## src/rtl/dpram_fifo_ctrl.sv

```systemverilog
// dpram_fifo_ctrl: show-ahead FIFO pointer/flow control in front of a dual-port RAM with 1-cycle registered read.
// Optional registered almost_full output when DPRAM_FIFO_ALMOST_FULL_EN is defined.
module dpram_fifo_ctrl #(
  parameter int RAM_WIDTH = 16,
  parameter int RAM_DEPTH = 1024,
  parameter int AFULL_LEVEL = RAM_DEPTH - 4,
  localparam int AW = $clog2(RAM_DEPTH)
) (
  input  logic                 clk,
  input  logic                 rst,
  input  logic [RAM_WIDTH-1:0] s_data,
  input  logic                 s_valid,
  output logic                 s_ready,
  output logic [RAM_WIDTH-1:0] m_data,
  output logic                 m_valid,
  input  logic                 m_ready,
  output logic                 ram_we_a,
  output logic [AW-1:0]        ram_addr_a,
  output logic [RAM_WIDTH-1:0] ram_din_a,
  output logic                 ram_re_b,
  output logic [AW-1:0]        ram_addr_b,
  input  logic [RAM_WIDTH-1:0] ram_dout_b,
`ifdef DPRAM_FIFO_ALMOST_FULL_EN
  output logic                 almost_full,
`endif
  output logic [AW:0]          count
);
  localparam logic [AW:0] FULL = (AW+1)'(RAM_DEPTH);
  if (RAM_DEPTH < 2 || (RAM_DEPTH & (RAM_DEPTH - 1)) != 0) begin : g_bad_depth
    $error("RAM_DEPTH must be a power of two >= 2");
  end
  if (AFULL_LEVEL < 0 || AFULL_LEVEL > RAM_DEPTH + 1) begin : g_bad_afull
    $error("AFULL_LEVEL outside 0..RAM_DEPTH+1");
  end
  logic [AW-1:0] wr_ptr, rd_ptr;
  logic [AW:0] mem_count;
  logic push, pop;
  // mem_count only includes words already written, so a pop never reads the address written this cycle
  always_comb begin
    s_ready = (mem_count != FULL) && !rst;
    push = s_valid && s_ready;
    pop = (!m_valid || m_ready) && (mem_count != '0) && !rst;
    ram_we_a = push;
    ram_addr_a = wr_ptr;
    ram_din_a = s_data;
    ram_re_b = pop;
    ram_addr_b = rd_ptr;
    m_data = ram_dout_b;
    count = mem_count + (AW+1)'(m_valid);
  end
  always_ff @(posedge clk) begin
    if (rst) begin
      wr_ptr <= '0;
      rd_ptr <= '0;
      mem_count <= '0;
      m_valid <= 1'b0;
    end else begin
      wr_ptr <= wr_ptr + AW'(push);
      rd_ptr <= rd_ptr + AW'(pop);
      mem_count <= mem_count + (AW+1)'(push) - (AW+1)'(pop);
      m_valid <= pop || (m_valid && !m_ready);
    end
  end
`ifdef DPRAM_FIFO_ALMOST_FULL_EN
  localparam logic [AW:0] AFULL = (AW+1)'(AFULL_LEVEL);
  always_ff @(posedge clk) almost_full <= rst ? 1'b0 : (count >= AFULL);
`endif
endmodule

```

## config.mk

```make
export PLATFORM = sky130hd
export DESIGN_NAME = dpram_fifo_ctrl
export DESIGN_NICKNAME = d
export VERILOG_FILES = /design/src/rtl/dpram_fifo_ctrl.sv
export SDC_FILE = /design/constraint.sdc
export NUM_CORES = 1
export LEC_CHECK = 0
export CAP_MARGIN = 5
export CORE_ASPECT_RATIO = 1.1
export CORE_MARGIN = 1
export CORE_UTILIZATION = 46
export CTS_BUF_LIST = sky130_fd_sc_hd__clkbuf_8
export CTS_CLUSTER_DIAMETER = 100
export CTS_CLUSTER_SIZE = 14
export DETAILED_ROUTE_END_ITERATION = 7
export PLACE_DENSITY = 0.95
export SLEW_MARGIN = 20
export SYNTH_ARGS = -nofsm -noshare
export SYNTH_HDL_FRONTEND = slang
export SYNTH_SLANG_ARGS = --single-unit
```

## constraint.sdc

```tcl
create_clock -name clk -period 9.48 [get_ports clk]
set_input_delay 1.896 -clock clk [delete_from_list [all_inputs] [get_ports clk]]
set_output_delay 1.896 -clock clk [all_outputs]
set_load 0.005 [all_outputs]
```

==> out/results.tsv <==
metric	value	unit
Final Cycle Share	0.577	
via count	1603	
grt total ovfl	0	
number of enable flip-flop cells after synthesis	0	
crit path launch type	primary input	
routing usage on met3	0.0552	
fin. max-slew vios	0	
synthesized net count	314	
met1 Resource Use GR	0.206	
Post-Synth Simple-Gate Area	0.178	
status	complete, no violations	
Total GRT Usage	0.188	
# H-tree levels	2	
# fillers	378	
vias in the first global route	1600	
n_diodes	0	
static leakage	0.00108	uW
largest net degree at the start of global routing	38	
post-synthesis mux area share	0.0104	
Synth async-reset ratio	0	
port buffer count	38	
Gate Count Post-Synth	248	
Synth Area in Adders	0.177	
Final Hold Vio Count	0	
max cap viols	0	
die width	67.4	um
First DRT Iteration DRCs	65	
HPWL Detailed	3.31	mm
largest family of logic cells by synthesized area	simple AND/OR/NAND/NOR gates	
layout cells sized above 1	0.0463	
CP required	7580	ps
first-pass GRT wire length	7.04	mm
post-cts sizing count	0	
height of the die	74.0	um
Clock transition at path regs	70	ps
fmax	0.183	GHz
maximum vdd drop	167	uV
Fin Setup TNS	0	ps
Final #Nets	324	
slew of the pin with the lowest slew margin	428	ps
RSZ-0062 raised after global routing	false	
cts hold-fix bufs	0	
Final GP Congestion	0.799	
area of the core	4410	um^2
ranking of synthesized cells by area	dfxtp_1, ha_1, buf_4	
Layout Skew	5.66	ps
power density over the cells	276	nW/um^2
most utilized layer in the global route result	met2	
clk sink count	32	
Initial Util	0.491	
Ys Warns	0	
synthesized flop and latch total	32	
prevailing post-synth register cell	dfxtp_1	
min cycle time layout	5470	ps
final setup margin	4010	ps
CTS tree	done	
Slew Limit Headroom	0.712	
Critical Path AT	3570	ps
min-delay worst type	flop to flop	
Remaining DRCs	0	
Worst setup EP type	output port	
WL/cell	13.8	um
remaining antenna violation count after routing	0	
DP Worst Slack	4040	ps
syn avg cell area	8.74	um^2
Detailed Route WL	4.33	mm
# Post-CTS Setup Buffers	0	
vias per cell	5.12	
Cell Rows	25	
IO Count	103	
Cell variety after synth	36	
DIE AREA	4990	um^2
post-synth top area share	0.296	
Pre-Repair DR Iteration Count	4	
Max Root-Sink Buffers	2	
critical path type	primary input to output port	
met2 Usage GRT	0.342	
Clock Tree Root	clkbuf_8	
Synth Area in Compound Gates	0.0670	
Synth Area in XOR/XNOR	0.121	
post-synth top area cell	dfxtp_1	
crit-path max FO	37	
initial antenna violation count	0	
sequential element share of the synthesized area	0.296	
TritonCTS buffer count	5	
final setup vio count	0	
Clk Latency, worst-skew pair	290	ps
Layout Utilization	0.565	
Syn-to-layout area delta	15.1	%
synthesized area	2170	um^2
[worst max-delay path, stage by stage]
cell	delay, ps
clkdlybuf4s50_1	390
buf_4	240
nor3b_1	420
clkdlybuf4s50_1	610
[per-stage QoR]
| step | hold WS, ps | cells | cell area (um^2) | total power (uW) |
|---|---|---|---|---|
| detailed placement | 510 | 305 | 2370 | 541 |
| floorplan | 498 | 248 | 2170 | 445 |
| global placement | 499 | 305 | 2370 | 524 |
| global route | 556 | 313 | 2490 | 744 |
| CTS | 523 | 313 | 2490 | 689 |
| finish | 516 | 313 | 2490 | 688 |
[cell families after synthesis]
logic type               count (synthesis)
buffers and inverters                   55
AO/OA/AOI/OAI                           21
flip-flops                              32
XOR/XNOR                                30
multiplexers                             2
AND/OR/NAND/NOR                         78
adder cells (fa/ha/maj)                 30
[report_power, final]
part           internal [uW]  switching (uW)  leakage (uW)
combinational            175             179      0.000755
sequential               159            31.6      0.000262
clock                   92.7            50.9     0.0000645
[final timing paths]
| kind | from | slack [ps] | depth (start not counted) | to |
|---|---|---|---|---|
| worst max-delay path | rst | 4010 | 4 | ram_re_b |
| worst max register to register | mem_count[8] | 6160 | 15 | mem_count[10] |
| worst min-delay path | ram_addr_b[9] | 520 | 2 | ram_addr_b[9] |
| worst min register to register | ram_addr_b[9] | 520 | 2 | ram_addr_b[9] |
[final cells by class]
type                            instances  area [um^2]  share of cell area
Inverter                               19         71.3              0.0286
Tap cell                               54         67.6              0.0271
Clock inverter                          1         30.0              0.0120
Sequential cell                        32          641               0.257
Clock buffer                            7         96.3              0.0386
Multi-Input combinational cell        161         1200               0.481
Timing Repair Buffer                   39          388               0.156
[state kept, by name (all words and copies together), names as in the netlist]
| name | flops |
|---|---|
| m_valid | 1 |
| ram_addr_a | 10 |
| mem_count | 11 |
| ram_addr_b | 10 |
[cells in the mapped netlist, types with 2 or more instances]
cell type  instances
buf_4             32
dfxtp_1           32
ha_1              29
nor2_1            27
inv_1             18
xnor2_1           17
nand3_1           14
xor2_1            13
nor2b_1            9
and3_1             8
nand2_1            7
a21oi_1            6
clkbuf_1           4
nand2b_1           3
o31ai_1            3
mux2_1             2
nor3_1             2
nor4_1             2
o21ai_1            2
o21bai_1           2
[layout by cell type, fill, tap and decap left out, types with 2 or more instances in the layout]
cell | netlist | layout
clkdlybuf4s50_1 | 0 | 38
dfxtp_1 | 32 | 32
ha_1 | 29 | 29
nor2_1 | 27 | 27
inv_1 | 18 | 18
xnor2_1 | 17 | 17
nand3_1 | 14 | 14
xor2_1 | 13 | 13
nor2b_1 | 9 | 9
and3_1 | 8 | 8
nand2_1 | 7 | 7
clkbuf_8 | 0 | 7
a21oi_1 | 6 | 6
nand2b_1 | 3 | 3
o31ai_1 | 3 | 3
nor4_1 | 2 | 2
nor3_1 | 2 | 2
mux2_1 | 2 | 2
o21bai_1 | 2 | 2
o21ai_1 | 2 | 2
[metal layers]
metal	share of wire	up-vias
li1	-	800
met1	0.41	746
met2	0.52	49
met3	0.052	8
met4	0.012	0
met5	0	-
(Power assumes the default switching activity.)
